==> config.mk <==
export PLATFORM = sky130hd
export DESIGN_NAME = trace_sched
export DESIGN_NICKNAME = d
export VERILOG_FILES = /design/src/rtl/trace_sched.sv
export SDC_FILE = /design/constraint.sdc
export NUM_CORES = 1
export LEC_CHECK = 0
export BUFFER_PORTS_ARGS = -buffer_cell sky130_fd_sc_hd__buf_2
export CAP_MARGIN = 15
export CORE_MARGIN = 4
export CORE_UTILIZATION = 55
export DETAILED_ROUTE_END_ITERATION = 12
export GPL_TIMING_DRIVEN = 0
export PLACE_DENSITY = 0.79
export SYNTH_ARGS = -nofsm -noshare
export SYNTH_HDL_FRONTEND = slang
export SYNTH_SLANG_ARGS = --single-unit
export TNS_END_PERCENT = 30
==> constraint.sdc <==
create_clock -name clk -period 1.8 [get_ports clk]
set_input_delay 0.36 -clock clk [delete_from_list [all_inputs] [get_ports clk]]
set_output_delay 0.36 -clock clk [all_outputs]
set_load 0.01 [all_outputs]
==> src/rtl/trace_sched.sv <==
// Trace scheduler: merges display, strobe and monitor events into a single
// timestamped record stream behind a one-entry output register.
module trace_sched #(
    parameter int unsigned DW = 8,
    parameter int unsigned TW = 16
) (
    input  logic          clk,
    input  logic          rst,
    input  logic          dsp_valid,
    input  logic [DW-1:0] dsp_data,
    output logic          dsp_ready,
    input  logic          str_valid,
    input  logic [DW-1:0] str_data,
    output logic          str_ready,
    input  logic          mon_en,
    input  logic [DW-1:0] mon_data,
    output logic          out_valid,
    input  logic          out_ready,
    output logic [1:0]    out_src,
    output logic [DW-1:0] out_data,
    output logic [TW-1:0] out_time
);

    localparam logic [1:0] SRC_DSP = 2'd0;
    localparam logic [1:0] SRC_STR = 2'd1;
    localparam logic [1:0] SRC_MON = 2'd2;

    typedef enum logic {EMPTY, FULL} state_t;

    state_t        state, state_nx;
    logic [TW-1:0] cnt;

    logic          load_ok, ld_dsp, ld_str, ld_mon;
    logic          str_full;
    logic [DW-1:0] str_buf_data;
    logic [TW-1:0] str_buf_time;
    logic          str_acc;

    logic          mon_armed, mon_pend, mon_hit;
    logic [DW-1:0] mon_last, mon_pdata;
    logic [TW-1:0] mon_ptime;

    // Free-running timestamp
    always_ff @(posedge clk) begin
        if (rst) cnt <= '0;
        else     cnt <= cnt + TW'(1);
    end

    always_ff @(posedge clk) begin
        if (rst) state <= EMPTY;
        else     state <= state_nx;
    end

    // Load arbitration: display > strobe buffer > monitor pending
    always_comb begin
        state_nx  = state;
        load_ok   = (state == EMPTY) || out_ready;
        ld_dsp    = load_ok && dsp_valid;
        ld_str    = load_ok && !dsp_valid && str_full;
        ld_mon    = load_ok && !dsp_valid && !str_full && mon_pend && mon_en;
        dsp_ready = load_ok && !rst;
        str_ready = !str_full && !rst;
        str_acc   = str_valid && str_ready;
        mon_hit   = mon_en && (!mon_armed || (mon_data != mon_last));
        if (ld_dsp || ld_str || ld_mon) begin
            state_nx = FULL;
        end else if (state == FULL && out_ready) begin
            state_nx = EMPTY;
        end
    end

    assign out_valid = (state == FULL);

    // Output record; untouched while stalled so fields hold stable
    always_ff @(posedge clk) begin
        if (rst) begin
            out_src  <= SRC_DSP;
            out_data <= '0;
            out_time <= '0;
        end else if (ld_dsp) begin
            out_src  <= SRC_DSP;
            out_data <= dsp_data;
            out_time <= cnt;
        end else if (ld_str) begin
            out_src  <= SRC_STR;
            out_data <= str_buf_data;
            out_time <= str_buf_time;
        end else if (ld_mon) begin
            out_src  <= SRC_MON;
            out_data <= mon_pdata;
            out_time <= mon_ptime;
        end
    end

    // One-entry strobe buffer; accept and drain are mutually exclusive
    always_ff @(posedge clk) begin
        if (rst) begin
            str_full     <= 1'b0;
            str_buf_data <= '0;
            str_buf_time <= '0;
        end else if (str_acc) begin
            str_full     <= 1'b1;
            str_buf_data <= str_data;
            str_buf_time <= cnt;
        end else if (ld_str) begin
            str_full     <= 1'b0;
        end
    end

    // Change detector: a new change wins over a same-cycle drain of pending
    always_ff @(posedge clk) begin
        if (rst) begin
            mon_armed <= 1'b0;
            mon_pend  <= 1'b0;
            mon_last  <= '0;
            mon_pdata <= '0;
            mon_ptime <= '0;
        end else if (!mon_en) begin
            mon_armed <= 1'b0;
            mon_pend  <= 1'b0;
        end else begin
            mon_armed <= 1'b1;
            if (mon_hit) begin
                mon_pend  <= 1'b1;
                mon_last  <= mon_data;
                mon_pdata <= mon_data;
                mon_ptime <= cnt;
            end else if (ld_mon) begin
                mon_pend  <= 1'b0;
            end
        end
    end

endmodule
==> flow_summary_export.csv, run 1 <==
group,metric,value,unit
detailed_routing,wl,13900,µm
floorplan,initial_utilization,56.8,%
detailed_routing,routedWlPerCell,18.6,µm
place,routabilityCongestion,0.905,
global_route,grt_max_degree,17,
synthesis,synthFlopType,"dfxtp_1",
floorplan,rows,33,
floorplan,die_area,10100,µm²
finish,area.growth.synth_to_final,14.3,%
detailed_routing,ant_nets,0,
detailed_routing,dr.pass1.iters,6,
finish,nets,671,
global_route,globalRoute.totalOverflow,0,
floorplan,die_w,100,µm
min_path,hold_depth,3,
floorplan,core_area,8260,µm²
timing,hold_ws,0.177,ns
clock_network,clk_latency,0.37,ns
detailed_routing,vias,4759,
detailed_routing,drt_iter0_markers,428,
min_path,hp-class,"in -> reg",
clock_network,cts_tree,"yes",
timing,period_minus_slack,1.76,ns
clock_network,clkTransAtPathRegs,0.10,ns
finish,post-route-util,64.9,%
synthesis,ys_ff_latch,94,
critical_path,critical_path_arrival,2.06,ns
place,io_buffers,57,
finish,regArea,1890,µm²
synthesis,synthDistinctLibCells,43,
critical_path,required,2.10,ns
timing,drv_slew,0,
critical_path,r2r-end,"mon_ptime[12]",
synthesis,seq_area_frac_synth,40.1,%
min_path,holdPathEnd,"str_buf_data[3]",
timing,timing.final.ws_setup,0.0361,ns
place,post-place-ws,-0.289,ns
global_route,antenna_found_initial,0,
global_route,grt_pass1_vias,4539,
detailed_routing,via_per_inst,6.35,
pwr,power.total,4.06,mW
place,dp_hpwl,10100,µm
clock_network,clock-sinks,94,
synthesis,yosys.area.top_type,"dfxtp_1",
clock_network,cts-root-buf,"clkbuf_8",
synthesis,syn_nets,605,
clock_network,postCtsSetupRepairBufs,0,
pwr,vdd_ir_drop_max,0.463,mV
clock_network,htreeDepth,3,
critical_path,r2r_cells,5,
synthesis,synth_top_area_share,40.1,%
global_route,grt_pass1_wl,22400,µm
synthesis,async_flop_share,0,%
timing,max_freq,567,MHz
timing,hold_violations,0,
synthesis,synth_area,4690,µm²
critical_path,rr_startpoint,"mon_pdata[4]",
timing,fin_crit_sh,98.0,%
timing,slew_headroom,58.6,%
timing,skew,0.00987,ns
outcome,status,"completed",
finish,multi_input_area,2500,µm²
clock_network,cts_buffer_depth,2,
detailed_routing,drc,0,
timing,worst_slew_pin_slew,0.621,ns
critical_path,end_kind,"register",
synthesis,syn_inst,574,
synthesis,synth.most_common_cell,"dfxtp_1",
clock_network,numCtsBuffers,9,
critical_path,worst-path-max-fanout,10,
pwr,power.density,757,nW/µm²
timing,tns,0,ns
floorplan,fp.dieH,100,µm
pwr,leakage,2.03,nW
min_path,min_from,"str_data[3]",
finish,fillCellCount,739,
timing,rsz0062_at_grt,"yes",
synthesis,ys_warn_count,0,
critical_path,start_kind,"register",
synthesis,yosys-top-cells-area,"dfxtp_1, nand2_1, o211ai_2",
global_route,grtUsageTotal,28.0,%
flow_run,cap_violations,0,
synthesis,avgSynthCellArea,8.17,µm²
critical_path,reg2reg_setup_slack,0.04,ns
timing,finalSetupViolCount,0,
synthesis,synth_common_cells,"dfxtp_1, nand2_1, clkbuf_1",
floorplan,ios,59,
finish,antennaDiodeCount,0,
critical_path,critPathKind,"reg -> reg",
synthesis,synth_edf_count,0,
clock_network,hold_buffers,0,
finish,drive_above_1_share,21.4,%
## worst max path at each step
stage                         end          from  cells after the start  slack [ns]
floorplan            mon_ptime[7]           rst                      7        0.14
global placement        dsp_ready           rst                      5       -0.29
detailed placement      dsp_ready           rst                      5       -0.29
CTS                      mon_pend  mon_pdata[2]                      6       0.005
global route             mon_pend  mon_pdata[3]                      6       -0.04
finish              mon_ptime[12]  mon_pdata[4]                      5        0.04
## worst max-delay path, stage by stage (launching register included)
cell      delay, ns
dfxtp_2        0.35
xor2_1         0.17
or3_4          0.42
buf_6          0.16
or4_1          0.50
o211ai_2       0.10
## cells in the final DEF, fill, tap and decap left out, types with 6 or more instances in the layout
cell	instances
nand4_1	7
xor2_1	6
clkbuf_1	27
nand3_1	21
and4_1	23
clkbuf_2	18
nor2_1	26
a31oi_1	24
nand2_1	75
inv_1	28
xnor2_1	11
buf_2	62
o21ai_1	6
o22a_1	19
o21ai_0	43
a22oi_1	22
clkbuf_8	9
dfxtp_1	90
a21oi_1	27
o211ai_2	19
or4_4	7
or4_1	13
## cell families after synthesis
group | Yosys count | synth area share (%)
compound gates | 171 | 25.5
xor+xnor | 17 | 3.17
fa+ha+maj | 1 | 0.267
buf+inv | 88 | 7.55
flops | 94 | 40.1
mux | 5 | 1.09
simple gates | 198 | 22.3
## metrics by stage
step	cell area, µm²	instances
2_1_floorplan	4690	574
3_3_place_gp	5110	736
3_5_place_dp	5110	736
4_1_cts	5320	752
5_1_grt	5360	750
6_report	5360	750
## report_power, final
part	switching, mW	total, mW	leakage [nW]	internal (mW)
Combinational	0.371	0.555	1.19	0.184
Sequential	0.0515	2.20	0.766	2.15
Clock	0.794	1.30	0.0751	0.509
Total	1.22	4.06	2.03	2.84
## final cells by class
cell class,count,share of cell area [%]
Buffer,58,5.09
Clock inverter,6,0.887
Sequential cell,94,35.2
Clock buffer,10,2.38
Tap cell,105,2.45
Inverter,28,1.96
Timing Repair Buffer,57,5.32
Multi-Input combinational cell,392,46.7
## flip-flops by register name, summed over array words and instances (netlist names)
signal,cells
str_buf_data,8
out_time,16
mon_armed,1
mon_pend,1
out_data,8
cnt,16
mon_ptime,16
out_valid,1
out_src,2
str_buf_time,16
mon_pdata,8
str_full,1
## per-layer routing
layer,GRT usage (%),share of wire (%)
met5,0,0
met4,13.9,4.1
met3,4.03,7.4
met1,37.1,41
met2,44.6,47
## what timing repair did
item	CTS	global route
gates resized for setup	13	42
pin swaps	0	1
endpoints found under the setup margin	35	53
Note: power is estimated with default switching activity, not from simulation.
==> inputs of run 2 (changes only) <==
- SETUP_SLACK_MARGIN: unset -> 0.3
==> run 2 against run 1 <==
Compared with the run above: clock skew is 0.00065 ns lower; setup slack better by 0.11 ns; total power is 6.3% higher; routed wire length is 5.8% higher; largest power group unchanged.
==> flow_summary_export.csv, run 2 (synthesis gave the netlist of run 1 again) <==
group,metric,value,unit
outcome,status,"completed",
timing,tns,0,ns
min_path,holdPathEnd,"str_buf_data[2]",
global_route,grt_pass1_wl,23500,µm
clock_network,clk_latency,0.37,ns
clock_network,clkTransAtPathRegs,0.09,ns
detailed_routing,dr.pass1.iters,5,
finish,post-route-util,68.7,%
clock_network,cts_buffer_depth,2,
timing,max_freq,606,MHz
place,post-place-ws,-0.284,ns
pwr,leakage,2.21,nW
timing,period_minus_slack,1.65,ns
clock_network,htreeDepth,3,
detailed_routing,wl,14700,µm
global_route,globalRoute.totalOverflow,0,
global_route,grt_max_degree,17,
global_route,antenna_found_initial,0,
pwr,power.total,4.31,mW
timing,worst_slew_pin_slew,0.654,ns
critical_path,worst-path-max-fanout,10,
min_path,hp-class,"in -> reg",
critical_path,critical_path_arrival,1.94,ns
detailed_routing,drt_iter0_markers,422,
detailed_routing,vias,4885,
floorplan,initial_utilization,56.8,%
floorplan,die_w,100,µm
critical_path,required,2.09,ns
flow_run,cap_violations,0,
critical_path,critPathKind,"reg -> reg",
timing,rsz0062_at_grt,"yes",
clock_network,hold_buffers,0,
pwr,vdd_ir_drop_max,0.524,mV
timing,hold_violations,0,
floorplan,core_area,8260,µm²
critical_path,r2r-end,"mon_ptime[3]",
floorplan,die_area,10100,µm²
critical_path,start_kind,"register",
clock_network,cts-root-buf,"clkbuf_8",
finish,area.growth.synth_to_final,21.0,%
finish,final_common_cell,"dfxtp_1",
finish,nets,685,
critical_path,reg2reg_setup_slack,0.15,ns
critical_path,end_kind,"register",
critical_path,r2r_cells,5,
finish,drive_above_1_share,28.4,%
finish,fillCellCount,696,
clock_network,clock-sinks,94,
floorplan,ios,59,
detailed_routing,via_per_inst,6.39,
place,dp_hpwl,10400,µm
timing,fin_crit_sh,91.7,%
timing,drv_slew,0,
timing,slew_headroom,56.4,%
clock_network,cts_tree,"yes",
min_path,hold_depth,3,
detailed_routing,routedWlPerCell,19.3,µm
clock_network,numCtsBuffers,9,
timing,skew,0.00922,ns
place,io_buffers,57,
global_route,grt_pass1_vias,4771,
timing,timing.final.ws_setup,0.149,ns
min_path,min_from,"str_data[2]",
detailed_routing,drc,0,
finish,antennaDiodeCount,0,
finish,final_cell_mix,"dfxtp_1, nand2_1, buf_2",
detailed_routing,ant_nets,0,
timing,finalSetupViolCount,0,
critical_path,rr_startpoint,"mon_pdata[4]",
pwr,power.density,760,nW/µm²
floorplan,fp.dieH,100,µm
global_route,grtUsageTotal,29.5,%
floorplan,rows,33,
place,routabilityCongestion,0.905,
[run 2: changes by cell type in the layout (fill, tap and decap cells not counted), sizes merged]
| cell | previous run | this run |
|---|---|---|
| bufinv | 0 | 1 |
| clkinvlp | 4 | 1 |
| clkinv | 1 | 0 |
| buf | 69 | 84 |
| inv | 29 | 31 |
[run 2: layer usage]
metal / track usage [%] / wire (µm) / vias up
li1: - / - / 2240
met1: 36.7 / 5790 / 2327
met2: 48.4 / 7050 / 270
met3: 6.32 / 1320 / 48
met4: 14.3 / 586 / 0
met5: 0 / 0 / -
[run 2: critical path, stage by stage (launching register included)]
cell and delay (ns):
dfxtp_2 0.34, xor2_1 0.17, or3_4 0.41, buf_8 0.15
or4_4 0.42, o211ai_2 0.08
[run 2: area by class of cell]
type	count	area, µm²	share of cell area (%)
Multi-Input combinational cell	392	2600	45.8
Sequential cell	94	1900	33.5
Timing Repair Buffer	69	375	6.62
Buffer	60	350	6.17
Clock buffer	11	151	2.67
Tap cell	105	131	2.32
Inverter	28	105	1.85
Clock inverter	5	63.8	1.12
[run 2: what timing repair did]
| item | in CTS | in global routing |
|---|---|---|
| buffers inserted | 11 | 1 |
| endpoints found under the setup margin | 75 | 79 |
| gates resized for setup | 66 | 16 |
| pin swaps | 5 | 1 |
[run 2: power breakdown]
part | switching, mW | total, mW | internal, mW
Combinational | 0.390 | 0.604 | 0.214
Sequential | 0.0480 | 2.19 | 2.15
Clock | 0.780 | 1.51 | 0.734
[run 2: metrics by stage]
| step | std cells | instance area (µm²) | hold WS [ns] |
|---|---|---|---|
| final | 764 | 5670 | 0.185 |
| after global routing | 764 | 5670 | 0.199 |
| after CTS | 763 | 5650 | 0.178 |
| after detailed placement | 736 | 5190 | 0.447 |
| after global placement | 736 | 5190 | 0.441 |
| after floorplan | 574 | 4770 | 0.432 |
[run 2: worst max-delay path by stage]
stage	from	endpoint	slack (ns)	depth (start not counted)
4_1_cts	mon_pdata[4]	mon_ptime[8]	0.16	5
5_1_grt	mon_pdata[4]	mon_ptime[3]	0.11	5
2_1_floorplan	mon_data[5]	mon_pdata[5]	0.23	5
3_5_place_dp	rst	dsp_ready	-0.28	5
3_3_place_gp	rst	dsp_ready	-0.28	5
6_report	mon_pdata[4]	mon_ptime[3]	0.15	5
==> inputs of run 3 (changes only) <==
- ABC_CLOCK_PERIOD_IN_PS: unset -> 1600
- BUFFER_PORTS_ARGS: -buffer_cell sky130_fd_sc_hd__buf_2 -> unset
- DONT_BUFFER_PORTS: unset -> 1
- PLACE_DENSITY: 0.79 -> 0.73
- clock period: 1.8 -> 1.6 ns (I/O delays scaled with it)
==> run 3 against run 2 <==
Compared with the run above: the run now ends with setup timing left; sequential share of layout area shrank 2.1 points; critical path depth shrank 1; setup slack lost 0.20 ns; flip-flop and latch count is the same; die area is the same; hold slack lost 0.15 ns.
==> flow_summary_export.csv, run 3 (synthesis gave the netlist of run 1 again) <==
group,metric,value,unit
critical_path,critPathTopFamily,"simple AND/OR/NAND/NOR gates",
floorplan,die_w,100,µm
clock_network,clk_latency,0.38,ns
critical_path,crit_path_top_delay_cell,"or4_4",
outcome,violations,"setup timing",
finish,antennaDiodeCount,0,
critical_path,critPathKind,"reg -> reg",
detailed_routing,drc,0,
detailed_routing,dr.pass1.iters,6,
timing,finalSetupViolCount,20,
finish,nets,654,
global_route,grt_pass1_wl,23700,µm
timing,max_freq,607,MHz
finish,final_cell_mix,"nand2_1, dfxtp_1, o21ai_0",
clock_network,clock-sinks,94,
timing,fin_crit_sh,103,%
pwr,leakage,2.23,nW
min_path,hp-class,"in -> reg",
critical_path,rr_startpoint,"mon_pdata[5]",
timing,slew_headroom,58.5,%
detailed_routing,via_per_inst,6.56,
critical_path,crit_start,"mon_pdata[5]",
clock_network,cts_tree,"yes",
floorplan,rows,33,
finish,post-route-util,74.1,%
pwr,vdd_ir_drop_max,0.503,mV
place,routabilityCongestion,0.862,
detailed_routing,drt_iter0_markers,371,
finish,area.growth.synth_to_final,30.5,%
timing,rsz0062_at_grt,"yes",
critical_path,crit_buf_inv,0,
flow_run,cap_violations,0,
finish,drive_above_1_share,35.5,%
timing,worst_slew_pin_slew,0.622,ns
floorplan,fp.dieH,100,µm
outcome,status,"finished with violations",
clock_network,cts-root-buf,"clkbuf_8",
min_path,min_from,"str_data[3]",
floorplan,ios,59,
floorplan,die_area,10100,µm²
clock_network,clkTransAtPathRegs,0.11,ns
clock_network,htreeDepth,3,
pwr,power.density,792,nW/µm²
critical_path,end_kind,"register",
detailed_routing,ant_nets,0,
critical_path,critical_path_arrival,1.93,ns
place,dp_hpwl,10100,µm
critical_path,start_kind,"register",
detailed_routing,vias,4812,
pwr,power.total,4.85,mW
global_route,globalRoute.totalOverflow,0,
finish,multi_input_area,2940,µm²
critical_path,required,1.88,ns
place,io_buffers,0,
critical_path,worst-path-max-fanout,3,
timing,skew,0.0116,ns
finish,fillCellCount,574,
timing,timing.final.ws_setup,-0.0485,ns
finish,design_area,6120,µm²
timing,period_minus_slack,1.65,ns
timing,hold_violations,0,
global_route,antenna_found_initial,0,
global_route,grt_max_degree,19,
global_route,grtUsageTotal,29.8,%
floorplan,initial_utilization,56.8,%
critical_path,crit_path_max_incr_delay,0.54,ns
place,postPlaceCellArea,4910,µm²
critical_path,crit_chain,"xor2_2 > or3_4 > or4_4 > o311ai_4",
clock_network,cts_buffer_depth,2,
timing,drv_slew,0,
finish,regArea,1920,µm²
detailed_routing,routedWlPerCell,20.9,µm
detailed_routing,wl,15300,µm
global_route,grt_pass1_vias,4610,
clock_network,numCtsBuffers,9,
floorplan,core_area,8260,µm²
==> run 3: changes by cell type in the layout (fill, tap and decap cells not counted), moves of 9 or more <==
cell | previous run | this run
clkbuf_2 | 20 | 10
buf_2 | 62 | 3
dfxtp_1 | 87 | 74
a22oi_2 | 0 | 22
buf_8 | 1 | 11
dfxtp_2 | 4 | 14
buf_4 | 17 | 26
buf_6 | 2 | 20
a22oi_1 | 22 | 0
==> run 3: area by class of cell <==
class / count / share of cell area, %
plain buffers: 60 / 7.95
clock buffers: 9 / 2.02
clock inverters: 7 / 1.06
inverters: 28 / 1.72
multi-input cells: 392 / 47.9
flip-flops and latches: 94 / 31.4
well taps: 105 / 2.15
repair buffers: 38 / 5.76
==> run 3: worst paths after layout <==
kind / end / slack [ns] / cells after the start
max: mon_ptime[15] / -0.05 / 4
min: str_buf_data[3] / 0.04 / 2
max reg2reg: mon_ptime[15] / -0.05 / 4
min reg2reg: str_buf_time[5] / 0.46 / 2
==> run 3: per-layer routing <==
metal	global-route usage, %	vias to the layer above	wire, µm
li1	-	2181	-
met1	38.8	2265	6050
met2	46.7	297	7110
met3	5.21	69	1330
met4	16.7	0	806
met5	0	-	0
==> run 3: worst register-to-register path, cell delays in order (launching register included) <==
cell and delay [ns]:
dfxtp_2 0.35, xor2_2 0.15, or3_4 0.42, or4_4 0.54, o311ai_4 0.10
==> run 3: through the flow <==
stage                     hold slack, ns  setup slack (ns)  cells  setup TNS [ns]
after floorplan                    0.429            0.0514    574               0
after global placement             0.434            -0.411    679          -10.32
after detailed placement           0.437            -0.431    679          -13.99
after CTS                         0.0461           -0.0391    713          -0.591
after global routing              0.0442           -0.0817    733           -1.34
final                             0.0400           -0.0485    733          -0.627
==> run 3: timing repair <==
item | CTS | global route
endpoints found under the setup margin | 90 | 81
resized for setup | 150 | 80
pin swaps | 68 | 84
hold buffers | 0 | 0
cloned | 3 | 2
endpoints found under the hold margin | 0 | 0
buffers inserted | 15 | 18
==> run 3: report_power, final <==
part / total, mW / internal (mW) / switching (mW)
Clock: 1.57 / 0.610 / 0.964
Combinational: 0.779 / 0.316 / 0.463
Sequential: 2.50 / 2.42 / 0.0823
